==> config.mk <==
export PLATFORM = sky130hd
export DESIGN_NAME = display_scan_mux
export DESIGN_NICKNAME = d
export VERILOG_FILES = /design/src/rtl/display_scan_mux.sv
export SDC_FILE = /design/constraint.sdc
export NUM_CORES = 1
export LEC_CHECK = 0
export BUFFER_PORTS_ARGS = -buffer_cell sky130_fd_sc_hd__buf_4
export CORE_MARGIN = 2
export CORE_UTILIZATION = 59
export CTS_CLUSTER_DIAMETER = 80
export DETAILED_ROUTE_END_ITERATION = 16
export PLACE_DENSITY = 0.87
export RECOVER_POWER = 100
export SLEW_MARGIN = 20
export SYNTH_ARGS = -nofsm -noshare
export SYNTH_HDL_FRONTEND = slang
export SYNTH_HIERARCHICAL = 1
export SYNTH_SLANG_ARGS = --single-unit
==> constraint.sdc <==
create_clock -name clk -period 7.25 [get_ports clk]
set_input_delay 1.45 -clock clk [delete_from_list [all_inputs] [get_ports clk]]
set_output_delay 1.45 -clock clk [all_outputs]
set_load 0.02 [all_outputs]
==> src/rtl/display_scan_mux.sv <==
// Time-multiplexed scanner for a common-anode hex display: shadowed value,
// fixed-rate digit slots, guard interval and optional leading-zero blanking.

module display_scan_lane (
  input  logic [3:0] nib,
  input  logic       dp,
  input  logic       upper_zero,
  output logic       zero_here
);
  // This digit and everything above it are zero with no decimal point.
  assign zero_here = upper_zero & ~|nib & ~dp;
endmodule

module display_scan_mux #(
  parameter int NUM_DIGITS  = 4,
  parameter int REFRESH_DIV = 100000,
  parameter int GUARD       = 2
) (
  input  logic                          clk,
  input  logic                          rst,
  input  logic [4*NUM_DIGITS-1:0]       value,
  input  logic                          load,
  input  logic [NUM_DIGITS-1:0]         dp_in,
  input  logic                          lz_en,
  output logic [3:0]                    digit,
  output logic [NUM_DIGITS-1:0]         an_n,
  output logic                          dp_n,
  output logic [$clog2(NUM_DIGITS)-1:0] slot_idx
);
  localparam int SW = $clog2(NUM_DIGITS);
  localparam int TW = $clog2(REFRESH_DIV);

  logic [TW-1:0]                 tick_cnt;
  logic [NUM_DIGITS-1:0][3:0]    shadow_val;
  logic [NUM_DIGITS-1:0]         shadow_dp;
  logic [NUM_DIGITS:1]           zchain;
  logic [NUM_DIGITS-1:0]         blank;
  logic                          in_guard;
  logic                          an_on;
  logic [3:0]                    digit_nxt;
  logic [NUM_DIGITS-1:0]         an_nxt;
  logic                          dp_nxt;

  // Digit 0 never blanks, so the zero chain only spans digits 1..N-1.
  assign zchain[NUM_DIGITS] = 1'b1;
  assign blank[0]           = 1'b0;

  genvar k;
  generate
    for (k = 1; k < NUM_DIGITS; k++) begin : g_lane
      display_scan_lane u_lane (
        .nib        (shadow_val[k]),
        .dp         (shadow_dp[k]),
        .upper_zero (zchain[k+1]),
        .zero_here  (zchain[k])
      );
      assign blank[k] = lz_en & zchain[k];
    end
    if (GUARD == 0) begin : g_noguard
      assign in_guard = 1'b0;
    end else begin : g_guard
      assign in_guard = tick_cnt < TW'(GUARD);
    end
  endgenerate

  always_comb begin
    an_nxt    = '1;
    digit_nxt = shadow_val[slot_idx];
    an_on     = !in_guard && !blank[slot_idx];
    for (int i = 0; i < NUM_DIGITS; i++)
      if (an_on && slot_idx == SW'(i)) an_nxt[i] = 1'b0;
    dp_nxt    = !(an_on && shadow_dp[slot_idx]);
  end

  always_ff @(posedge clk) begin
    if (rst) begin
      tick_cnt   <= '0;
      slot_idx   <= '0;
      shadow_val <= '0;
      shadow_dp  <= '0;
      digit      <= '0;
      an_n       <= '1;
      dp_n       <= 1'b1;
    end else begin
      if (load) begin
        shadow_val <= value;
        shadow_dp  <= dp_in;
      end
      if (tick_cnt == TW'(REFRESH_DIV-1)) begin
        tick_cnt <= '0;
        slot_idx <= (slot_idx == SW'(NUM_DIGITS-1)) ? '0 : slot_idx + SW'(1);
      end else begin
        tick_cnt <= tick_cnt + TW'(1);
      end
      // Outputs are built from pre-edge state, so they trail the counter by one cycle.
      digit <= digit_nxt;
      an_n  <= an_nxt;
      dp_n  <= dp_nxt;
    end
  end
endmodule

==> metrics.txt <==
# fillers=roughly 290; post_cts resized=0; family with the most delay on the worst path=simple AND/OR/NAND/NOR gates; most frequent cells in the layout=dfxtp_1, nor2_1, buf_4; setup TNS=0 ns; synth unique cells=27; placed instance count=roughly 280; setup repair bufs after CTS=0; Lkg Pwr=0.904 nW; endpoints failing setup=0; Final Cell Area=2320 µm²; nets=269; Core Rows=21; largest family of logic cells by synthesized area=simple AND/OR/NAND/NOR gates; Max Root-Sink Buffers=2; WP data required=7.56 ns; met1 wire length=1.79 mm; Synth Instances=207; Synth Cell Area=2050 µm²; Syn Nets=~240; Worst-Skew Late Latency=about 0.37 ns; Clock Pin Slew Worst Setup and Hold Paths=between 0.1 and 0.15 ns; Max Fclk=~0.32 GHz; fin. max-slew vios=0; routed vias=~1,600; Global Route Usage Sum=22.4%; RSZ-0062 raised after global routing=false; number of I/O pins=35; DP HPWL=approximately 2.8 mm; Slew @ Worst Pin=~1.2 ns; Placer Congestion=0.793; clock sinks=48; placed cell area=2330 µm²; drt initial violations=100; Peak VDD IR=0.143 mV; initial antenna violation count=0; fin crit share=42.8%; 1st-pass router iterations=4; Core Area=3340 µm²; share of post-route cells with drive strength above 1=13.7%; first-pass GRT wire length=a little under 7 mm; Final Skew=about 0.0038 ns; global route overflow=0; ant diodes=0; Buffers on Ports=34; Post-Synth Adder-Cell Area=around 3%; Vias per Instance=5.41; Worst Path Max Fanout=5; Non-Filler Instances=287; Num CTS Buffers=5; result of the run=completed; Final Hold Vio Count=0; post-layout util=69.5%; sequential area share after synthesis=46.9%; die footprint=3960 µm²; post-synthesis xor/xnor area fraction=6.42%; slowest stage delay, CP=0.52 ns; initial core utilization=61.3%; fraction of the mapped netlist area in simple logic gates=21.9%; vias in the first global route=1,453; Max-slew headroom=17.4%; Tmin final=between 3 and 4 ns; Final Power=0.000448 W; met3 WL=219 µm; cts hold-fix bufs=0; largest net degree at the start of global routing=31; most common cell after layout, fill and taps aside=dfxtp_1; crit start category=flip-flop; CTS tree=done; cells along the critical path=or4b_1, nor3_1, or4b_1, nor3_1, or4b_1, nor3_1, mux2i_1, a211oi_1, a211oi_1, nand2_1; post-synthesis mux area share=15.8%; Worst Path Arrival=about 3.4 ns; root buffer cell=clkbuf_4; met2 wire length=1.69 mm; CP endpoint kind=flip-flop; complex-gate fraction of the synthesized area=2.51%; DRC errors left=0; area grow syn2layout=13.3%; final wirelength=3.82 mm; routed length per instance=13.3 µm; Avg Synthesized Cell Area=a little under 10 µm²; top layer in use=met4; HP Class=reg -> reg; kind of critical path=reg -> reg; PwrDens=around 190 nW/µm²; die width=62.9 µm; critical path buffer and inverter count=0; YS warnings=6; Die Y=about 63 µm; maxcap violations=0; FF+latch count, synth=48; H-tree levels=2; ANT nets after route=0; CP max-delay cell=or4b_1
metrics by stage:
| step | hold slack [ns] | setup slack (ns) |
|---|---|---|
| 2_1_floorplan | 0.438 | 4.62 |
| 3_3_place_gp | 0.461 | 4.52 |
| 4_1_cts | 0.508 | 4.34 |
| 5_1_grt | 0.558 | 3.86 |
| 3_5_place_dp | 0.479 | 4.38 |
| 6_report | 0.503 | 4.15 |
cell usage after synthesis:
library cell	number	area, µm²
a211oi_1	2	15.0
a21oi_1	3	15.0
and4_1	1	8.76
buf_2	1	5.00
clkbuf_1	7	26.3
conb_1	1	3.75
dfxtp_1	48	961
ha_1	5	62.6
inv_1	9	33.8
mux2i_1	21	210
mux4_2	5	113
nand2_1	8	30.0
nand3_1	5	25.0
nand4_1	7	43.8
nor2_1	39	146
nor2b_1	5	31.3
nor3_1	4	20.0
nor3_2	3	30.0
nor4_1	5	31.3
o21ai_0	2	10.0
o21bai_2	1	11.3
or3_1	3	18.8
or4_1	3	22.5
or4_4	1	11.3
or4b_1	3	30.0
xnor2_1	13	114
xor2_1	2	17.5
metal layers:
metal  track usage [%]  vias up
li1                  -      784
met1              29.6      715
met2              32.3       44
met3              7.57       10
met4              11.4        0
met5                 0        -
cells by family after synthesis:
| logic type | after synthesis |
|---|---|
| AO/OA/AOI/OAI | 8 |
| other | 1 |
| multiplexers | 26 |
| XOR/XNOR | 15 |
| AND/OR/NAND/NOR | 87 |
| buffers and inverters | 17 |
| adder cells (fa/ha/maj) | 5 |
| flip-flops | 48 |
flip-flops by register name, indices dropped and copies added, names as in the netlist:
| signal | count |
|---|---|
| tick_cnt | 17 |
| shadow_val | 16 |
| an_n | 4 |
| digit | 4 |
| shadow_dp | 4 |
| slot_idx | 2 |
| dp_n | 1 |
layout make-up:
class / count / area (µm²) / area share (%)
flip-flops and latches: 48 / 961 / 41.4
repair buffers: 34 / 210 / 9.06
inverters: 9 / 33.8 / 1.46
multi-input cells: 142 / 998 / 43.0
clock buffers: 8 / 58.8 / 2.54
well taps: 46 / 57.6 / 2.48
final timing paths:
kind | slack [ns] | endpoint | cells past startpoint | from
worst max-delay path | 4.15 | an_n[3] | 10 | shadow_dp[3]
worst min-delay path | 0.50 | tick_cnt[0] | 1 | tick_cnt[0]
worst max register to register | 4.15 | an_n[3] | 10 | shadow_dp[3]
worst min register to register | 0.50 | tick_cnt[0] | 1 | tick_cnt[0]
power by group:
group	internal, W	leakage, nW	switching (W)
combinational	0.0000206	0.479	0.0000185
clock	0.0000479	0.0326	0.0000797
sequential	0.000273	0.392	0.00000750
total	0.000342	0.904	0.000106
(Power assumes the default switching activity.)
